==> src/rtl/membus_arbiter.sv <==
// membus_arbiter
//   Shares the single MMIO request bus between the instruction-fetch port (I)
//   and the data port (D). Each accepted request pushes its source and address
//   bit 2 into an in-order tag FIFO. Each memory response pops the head tag,
//   which steers the response to its requester. For I, the tag also selects the
//   32-bit half of the 64-bit read word.
//
//   Optional feature macro: MEMBUS_ARB_STARVE_GUARD_EN
//     When it is defined, I is forced to win once STARVE_LIMIT consecutive D
//     grants have gone by while I was waiting. When it is undefined, D always
//     has priority.
//
// Ports
//   clk, rst                 clock (rising edge); asynchronous active-low reset
//   i_valid/i_ready/i_addr   I request handshake and fetch address
//   i_rvalid/i_rdata         I response (selected 32-bit half)
//   d_valid/d_ready/d_addr/d_wen/d_wdata/d_wmask   D request
//   d_rvalid/d_rdata         D response (full word; writes respond too)
//   m_valid/m_ready/m_addr/m_wen/m_wdata/m_wmask   request to the MMIO controller
//   m_rvalid/m_rdata         MMIO response, in request order
//   outstanding              tag FIFO occupancy
//   err                      sticky protocol error (response with no tag)
module membus_arbiter #(
  parameter int ADDR_WIDTH      = 64,
  parameter int DATA_WIDTH      = 64,
  parameter int ILEN            = 32,
  parameter int MAX_OUTSTANDING = 2,
  parameter int STARVE_LIMIT    = 4
) (
  input  logic                             clk,
  input  logic                             rst,
  input  logic                             i_valid,
  output logic                             i_ready,
  input  logic [ADDR_WIDTH-1:0]            i_addr,
  output logic                             i_rvalid,
  output logic [ILEN-1:0]                  i_rdata,
  input  logic                             d_valid,
  output logic                             d_ready,
  input  logic [ADDR_WIDTH-1:0]            d_addr,
  input  logic                             d_wen,
  input  logic [DATA_WIDTH-1:0]            d_wdata,
  input  logic [DATA_WIDTH/8-1:0]          d_wmask,
  output logic                             d_rvalid,
  output logic [DATA_WIDTH-1:0]            d_rdata,
  output logic                             m_valid,
  input  logic                             m_ready,
  output logic [ADDR_WIDTH-1:0]            m_addr,
  output logic                             m_wen,
  output logic [DATA_WIDTH-1:0]            m_wdata,
  output logic [DATA_WIDTH/8-1:0]          m_wmask,
  input  logic                             m_rvalid,
  input  logic [DATA_WIDTH-1:0]            m_rdata,
  output logic [$clog2(MAX_OUTSTANDING):0] outstanding,
  output logic                             err
);

  localparam int PW = (MAX_OUTSTANDING > 1) ? $clog2(MAX_OUTSTANDING) : 1;
  localparam int CW = $clog2(MAX_OUTSTANDING) + 1;
  localparam logic [CW-1:0] DEPTH = CW'(MAX_OUTSTANDING);

  // Tag storage: src 1 = D, 0 = I; half 1 = upper 32 bits of the word.
  logic [MAX_OUTSTANDING-1:0] src_q;
  logic [MAX_OUTSTANDING-1:0] half_q;
  logic [PW-1:0]              wr_ptr, rd_ptr;
  logic [CW-1:0]              count;

  logic empty, full, space, grant_i, force_i, push, pop;
  logic head_src, head_half;

  function automatic logic [PW-1:0] ptr_inc(input logic [PW-1:0] p);
    return (p == PW'(MAX_OUTSTANDING - 1)) ? '0 : p + 1'b1;
  endfunction

  function automatic logic [ILEN-1:0] pick_half(input logic hi,
                                                input logic [DATA_WIDTH-1:0] w);
    return hi ? w[DATA_WIDTH-1:ILEN] : w[ILEN-1:0];
  endfunction

  assign empty = (count == '0);
  assign full  = (count == DEPTH);
  // A response retiring a tag this cycle frees a slot for a same-cycle push.
  assign space = !full || m_rvalid;

`ifdef MEMBUS_ARB_STARVE_GUARD_EN
  localparam int SW = $clog2(STARVE_LIMIT + 1);
  logic [SW-1:0] starve_cnt;

  assign force_i = (starve_cnt >= SW'(STARVE_LIMIT));

  // Counts D acceptances that happened while I was waiting.
  always_ff @(posedge clk or negedge rst) begin
    if (!rst) begin
      starve_cnt <= '0;
    end else if (!i_valid || i_ready) begin
      starve_cnt <= '0;
    end else if (d_ready) begin
      starve_cnt <= starve_cnt + 1'b1;
    end
  end
`else
  // Guard compiled out: strict D priority, STARVE_LIMIT has no effect.
  assign force_i = (STARVE_LIMIT < 0);
`endif

  // ---- request path (combinational) ----
  assign grant_i = i_valid && (!d_valid || force_i);
  // Nothing is issued while reset is held.
  assign m_valid = rst && (i_valid || d_valid) && space;
  assign push    = m_valid && m_ready;
  assign i_ready = push && grant_i;
  assign d_ready = push && !grant_i;

  always_comb begin
    m_addr  = d_addr;
    m_wen   = d_wen;
    m_wdata = d_wdata;
    m_wmask = d_wmask;
    if (grant_i) begin
      m_addr  = i_addr;
      m_wen   = 1'b0;
      m_wdata = '0;
      m_wmask = '0;
    end
  end

  // ---- response path (combinational from head tag) ----
  assign head_src  = src_q[rd_ptr];
  assign head_half = half_q[rd_ptr];
  assign pop       = m_rvalid && !empty;

  assign d_rvalid    = pop && head_src;
  assign i_rvalid    = pop && !head_src;
  assign d_rdata     = m_rdata;
  assign i_rdata     = pick_half(head_half, m_rdata);
  assign outstanding = count;

  // ---- tag FIFO storage (data, not reset) ----
  always_ff @(posedge clk) begin
    if (push) begin
      src_q[wr_ptr]  <= !grant_i;
      half_q[wr_ptr] <= i_addr[2];
    end
  end

  // ---- tag FIFO control and error flag ----
  always_ff @(posedge clk or negedge rst) begin
    if (!rst) begin
      wr_ptr <= '0;
      rd_ptr <= '0;
      count  <= '0;
      err    <= 1'b0;
    end else begin
      if (push) wr_ptr <= ptr_inc(wr_ptr);
      if (pop)  rd_ptr <= ptr_inc(rd_ptr);
      count <= count + CW'(push) - CW'(pop);
      if ((m_rvalid && empty) || (push && full && !pop)) err <= 1'b1;
    end
  end

  no_overflow_push: assert property (@(posedge clk) disable iff (!rst)
    !(push && full && !pop));

endmodule

==> config.mk <==
export PLATFORM = sky130hd
export DESIGN_NAME = membus_arbiter
export DESIGN_NICKNAME = d
export VERILOG_FILES = /design/src/rtl/membus_arbiter.sv
export SDC_FILE = /design/constraint.sdc
export NUM_CORES = 1
export LEC_CHECK = 0
export ABC_AREA = 1
export BUFFER_PORTS_ARGS = -buffer_cell sky130_fd_sc_hd__buf_2
export CAP_MARGIN = 20
export CORE_AREA = 2 2 198 200
export DETAILED_ROUTE_END_ITERATION = 16
export DIE_AREA = 0 0 200 202
export HOLD_SLACK_MARGIN = 0.05
export PLACE_DENSITY_LB_ADDON = 0.3
export SYNTH_ARGS = -nofsm -noshare
export SYNTH_HDL_FRONTEND = slang
export SYNTH_SLANG_ARGS = --single-unit
export TNS_END_PERCENT = 5
==> constraint.sdc <==
create_clock -name clk -period 1.8 [get_ports clk]
set_input_delay 0.36 -clock clk [delete_from_list [all_inputs] [get_ports clk]]
set_output_delay 0.36 -clock clk [all_outputs]
set_load 0.02 [all_outputs]
==> key figures, run 1 <==
Synthesis
  • YS warnings: 0
  • Post-Syn Nets: 848
  • Synth area leaders: nand2_1 (35%), buf_4 (21%), inv_1 (11%), nor2_1 (11%), nand3_1 (6.1%)
  • Top cell type's share of synthesized area: 35.07%
  • Leading area contributor after synthesis: nand2_1
  • Register area share after synthesis: 8.813%
  • Distinct cells, synth: 22
  • Seq cells post-synth: 9
  • Post-synth EDFFs: 4
  • Post-Synthesis Cell Area: 0.002783 mm2
  • Post-synth ARST share: 55.56%
  • Synth Flop Type: dfrtp_1
  • Mean area per synthesized cell: 4.839 um2
  • Synth Instances: 575

Timing
  • Fin worst setup slack: 0.007947 ns
  • Final worst path period share: 99.56%
  • RSZ-0062 raised after global routing: true
  • Worst Clk Skew: 0.0004833 ns
  • Worst hold slack: 0.3420 ns
  • Tmin final: 1.792 ns
  • Highest clock rate: 558.0 MHz
  • Max Slew Vio Count: 0
  • # setup viols final: 0
  • Final hold vios: 0
  • Max transition margin: 84.70%
  • Slew @ Worst Pin: 0.2287 ns

Worst hold path
  • Hold crit path type: input port to register
  • WHS Endpoint: half_q[0]
  • Hold depth: 1
  • Worst Hold Launch: i_addr[2]

Power
  • Peak supply drop: 0.0002739 V
  • Internal Power: 1.837 mW
  • Sw Share: 53.25%
  • Combinational power share: 81.6%
  • Total power: 3.930 mW
  • Clock Power Share: 9.9%
  • Power density over the cells: 659.5 mW/mm2
  • Flop pwr share: 8.5%
  • NetSw: 2.093 mW
  • P_leak: 3.913 nW

Route
  • Antenna-violating nets left: 0
  • Pre-Repair DR Iteration Count: 4
  • DR WL/cell: 12.77 um
  • DRC: 0
  • Routed wire length: 19750 um
  • Vias/cell: 3.279
  • Routed vias: 5069
  • Drt initial violations: 123

Layout
  • Proportion of layout cells with a drive suffix above 1: 54.31%
  • Nets: 1296
  • Post-route cell area: 0.005959 mm2
  • Area Growth Syn to Fin: 114.2%
  • Layout fillers: 4477
  • Area of the multi-input gates: 0.001599 mm2
  • Register Area: 245.2 um2

CTS
  • Worst-Skew Late Latency: 0.23 ns
  • CTS root buf: clkbuf_16
  • Htree depth: 1
  • CTS clk-pin slew, worst paths: 0.04 ns
  • TritonCTS clock tree: built
  • Clock Sinks: 9
  • CTS buffer count: 3
  • CTS max path bufs: 2

Worst setup path
  • Critical path arrival: 1.43 ns
  • Startpoint Class: input port
  • R2r worst-path depth: 6
  • Crit path kind: input port to output port
  • Worst R2R Setup Slack: 0.29 ns
  • Slowest stage cell, crit path: bufbuf_16
  • Family with the most delay on the worst path: buffers and inverters
  • Crit path required time: 1.44 ns
  • Most frequent cell on the critical path: buf_2
  • CP max FO: 22
  • Worst-path cell chain: buf_2, inv_2, nor2_4, buf_12, bufbuf_16, nor2_1, buf_2
  • Critical Path Sink Type: output port
  • Worst r2r src: outstanding[1]
  • CP bufs+invs: 5
  • Worst r2r dst: outstanding[1]
  • CP max stage delay: 0.29 ns

Global route
  • Number of global-route vias before repair: 4807
  • Overflow after GRT: 0
  • Overall routing resource usage: 8.394%
  • Initial antenna violation count: 9
  • First-pass GRT wire length: 25620 um
  • Pin count of the biggest net entering global routing: 44

Die
  • Row count: 72
  • Starting Density: 7.268%
  • Die Y: 202 um
  • # IOs: 512
  • Die Area: 0.04040 mm2
  • Die Wd: 200 um
  • Core Region: 0.03829 mm2

Job
  • Max Cap Viol: 0

Place
  • Gpl congestion: 0.7924
  • Placed Area: 0.005588 mm2
  • Port bufs: 511
  • Dpl ws: -0.02007 ns
  • Detailed Place HPWL: 16980 um

Run status
  • Status: finished clean
## routing by layer
metal / vias up / global-route usage, % / routed length (um)
li1: 2498 / - / -
met1: 2182 / 7.068 / 6230
met2: 337 / 17.62 / 10700
met3: 46 / 1.969 / 1733
met4: 6 / 4.153 / 1035
met5: - / 0 / 41
## cells in the mapped netlist, drive strengths merged (2+ instances only)
| master | number |
|---|---|
| and2 | 2 |
| buf | 94 |
| dfrtp | 5 |
| edfxtp | 4 |
| ha | 2 |
| inv | 83 |
| nand2 | 261 |
| nand3 | 34 |
| nor2 | 80 |
| o21ai | 2 |
| or2 | 2 |
| xnor2 | 2 |
## final cells by class
class,instances,share of cell area [%]
well taps,518,10.88
flip-flops and latches,9,4.115
repair buffers,538,51.38
diodes,6,0.2519
multi-input cells,388,26.83
inverters,83,5.228
clock buffers,4,1.323
## repair_timing
item,CTS,global route
hold buffers,1,0
buffers inserted,1,1
gates resized for setup,3,61
cloned,1,2
endpoints found under the hold margin,5,0
pin swaps,1,3
endpoints found under the setup margin,21,72
## cell usage in the layout (no fill, tap or decap)
cell,instances
buf_12,8
xnor2_1,2
o21ai_1,1
nor2_1,78
buf_16,1
buf_8,1
nand2_4,1
buf_4,38
nand2_2,5
xor2_1,1
or2_2,2
nand2_1,254
inv_1,80
nand3_1,33
nand2_8,1
diode_2,6
ha_1,2
o21ai_0,1
nand4_1,1
nor2_4,1
clkbuf_16,4
dfrtp_1,5
buf_6,11
nand3_2,1
buf_2,476
and2_1,2
bufbuf_16,1
nor2_2,1
dlygate4sd3_1,1
clkbuf_1,1
nor3_1,1
edfxtp_1,4
inv_2,3
## cells by family after synthesis
kind of cell	after synthesis	synth area share (%)
and+or+nand+nor	381	53.78
buffers and inverters	178	35.21
AOI/OAI and AO/OA	2	0.3597
DFF	9	8.813
adders and majority gates	2	0.8991
xor gates and xnor gates	3	0.9444
## worst max path at each step
stage,start,endpoint,slack (ns),cells past startpoint
after CTS,outstanding[1],i_ready,0.01,4
final,i_valid,m_wdata[10],0.008,7
after global placement,i_valid,m_addr[0],-0.02,7
after detailed placement,d_valid,m_addr[0],-0.02,6
after floorplan,outstanding[1],outstanding[1],0.20,6
after global routing,i_valid,m_addr[18],-0.04,9
## per-stage QoR
| step | setup TNS (ns) | instances | util [%] |
|---|---|---|---|
| detailed placement | -0.02007 | 1531 | 14.59 |
| finish | 0 | 1546 | 15.57 |
| global route | -0.2354 | 1545 | 15.56 |
| floorplan | 0 | 575 | - |
| CTS | 0 | 1537 | 14.93 |
| global placement | -0.02215 | 1531 | 14.59 |
## flip-flops by register name (all words and copies together) (netlist names)
signal,count
outstanding,2
err,1
wr_ptr,1
src_q,2
rd_ptr,1
half_q,2
## power groups by stage
stage | clock, mW | sequential [mW] | combinational, mW
floorplan | 0 | 0.343 | 1.72
global placement | 0 | 0.324 | 2.87
detailed placement | 0 | 0.325 | 2.86
CTS | 0.398 | 0.328 | 2.89
global route | 0.416 | 0.342 | 3.47
finish | 0.391 | 0.333 | 3.21
Power figures use the tool's default switching activity.
==> inputs of run 2 (changes only) <==
==> constraint.sdc (replaced) <==
create_clock -name clk -period 1.77 [get_ports clk]
set_input_delay 0.354 -clock clk [delete_from_list [all_inputs] [get_ports clk]]
set_output_delay 0.354 -clock clk [all_outputs]
set_load 0.02 [all_outputs]
==> run 2 against run 1 <==
Design area increased by 2.7%. First-iteration DRC count shrank 12%. Clock power increased by 2%. Clock-buffer cell count did not move. Die area stayed put. Largest cell class unchanged. Cell count rose by 0.45%. Sequential power barely moved. Non-clock buffer count rose by 9.
==> key figures, run 2 (synthesis results as in run 1) <==
Power
  • Peak supply drop: 0.0004002 V
  • P_leak: 3.990 nW
  • Power density over the cells: 629.1 mW/mm2
  • Total power: 3.850 mW

Layout
  • Proportion of layout cells with a drive suffix above 1: 55.58%
  • Most frequent cells in the layout: buf_2 (484), nand2_1 (247), inv_1 (80), nor2_1 (76), nand3_1 (33)
  • Final Util: 15.98%
  • Layout fillers: 4489
  • Nets: 1305
  • Post-route cell area: 0.006120 mm2
  • Area Growth Syn to Fin: 119.9%
  • Commonest non-fill, non-tap cell in the layout: buf_2

CTS
  • CTS clk-pin slew, worst paths: 0.04 ns
  • Htree depth: 1
  • TritonCTS clock tree: built
  • CTS root buf: clkbuf_16
  • Clock Sinks: 9
  • CTS buffer count: 3
  • CTS max path bufs: 2
  • Worst-Skew Late Latency: 0.23 ns

Worst hold path
  • Worst Hold Launch: i_addr[2]
  • Hold crit path type: input port to register

Die
  • Starting Density: 7.268%
  • Core Region: 0.03829 mm2
  • Die Area: 0.04040 mm2
  • Die Y: 202 um
  • Row count: 72
  • Die Wd: 200 um
  • # IOs: 512

Timing
  • Max transition margin: 86.03%
  • RSZ-0062 raised after global routing: true
  • Highest clock rate: 567.0 MHz
  • Worst Clk Skew: 0.002363 ns
  • Tmin final: 1.764 ns
  • Slew @ Worst Pin: 0.2095 ns
  • Fin worst setup slack: 0.006353 ns
  • Max Slew Vio Count: 0
  • Fin Setup TNS: 0 ns
  • Final worst path period share: 99.64%
  • # setup viols final: 0
  • Final hold vios: 0

Worst setup path
  • Critical path arrival: 1.41 ns
  • Worst-path cell chain: nand2_1, buf_12, nand3_1, nand2_1, buf_2
  • Worst Setup SP: rd_ptr
  • Worst r2r src: outstanding[1]
  • Slowest stage cell, crit path: dfrtp_1
  • Most frequent cell on the critical path: nand2_1
  • Family with the most delay on the worst path: simple AND/OR/NAND/NOR gates
  • Startpoint Class: register
  • CP max stage delay: 0.38 ns
  • CP max FO: 32
  • CP bufs+invs: 2
  • Critical Path Sink Type: output port
  • Crit path kind: register to output port
  • Crit path required time: 1.42 ns

Global route
  • Pin count of the biggest net entering global routing: 33
  • Overall routing resource usage: 8.461%
  • Number of global-route vias before repair: 4780
  • Overflow after GRT: 0
  • First-pass GRT wire length: 26000 um
  • Initial antenna violation count: 8

Place
  • Gpl congestion: 0.7687
  • Dpl ws: -0.1032 ns
  • Detailed Place HPWL: 17140 um
  • Port bufs: 511
  • Placed Area: 0.005618 mm2

Route
  • Routed wire length: 20250 um
  • Pre-Repair DR Iteration Count: 5
  • Drt initial violations: 108
  • DR WL/cell: 13.04 um
  • Antenna-violating nets left: 0
  • Vias/cell: 3.265
  • Routed vias: 5071
  • DRC: 0

Job
  • Max Cap Viol: 0

Run status
  • Status: finished clean
run 2: final cells by class:
class,count,area (um2),area share (%)
repair buffers,547,3216,52.55
multi-input cells,388,1603,26.19
well taps,518,648.1,10.59
inverters,83,319.1,5.214
flip-flops and latches,9,245.2,4.007
clock buffers,4,78.83,1.288
diodes,4,10.01,0.1636
run 2: path summary, 6_finish.rpt:
| kind | to | slack (ns) | cells after the start |
|---|---|---|---|
| worst max-delay path | i_rdata[12] | 0.006 | 5 |
| worst min-delay path | half_q[0] | 0.34 | 1 |
| worst max register to register | outstanding[1] | 0.28 | 6 |
| worst min register to register | wr_ptr | 0.46 | 2 |
| max in group asynchronous | err | 1.10 | 3 |
| min in group asynchronous | outstanding[0] | 0.56 | 3 |
run 2: report_power, final:
| part | leakage [nW] | internal (mW) | switching, mW |
|---|---|---|---|
| sequential | 0.0917 | 0.279 | 0.0509 |
| combinational | 3.86 | 1.22 | 1.91 |
| clock | 0.0382 | 0.301 | 0.0962 |
run 2: timing repair:
item,in CTS,in global routing
setup buffers,1,2
hold buffers,1,0
endpoints found under the hold margin,5,0
setup endpoints to repair,28,93
cloned,1,5
resized for setup,13,58
pin swaps,1,2
run 2: per-layer routing:
| layer | track usage [%] | up-vias | part of all wire, % |
|---|---|---|---|
| li1 | - | 2520 | - |
| met1 | 7.535 | 2191 | 33 |
| met2 | 18.34 | 323 | 55 |
| met3 | 2.186 | 31 | 9.0 |
| met4 | 1.561 | 6 | 2.1 |
| met5 | 0 | - | 0.22 |
run 2: stage by stage:
| stage | hold slack (ns) | instances |
|---|---|---|
| floorplan | 0.05841 | 575 |
| global placement | 0.2655 | 1535 |
| detailed placement | 0.2656 | 1535 |
| CTS | 0.3467 | 1542 |
| global route | 0.3456 | 1552 |
| finish | 0.3435 | 1553 |
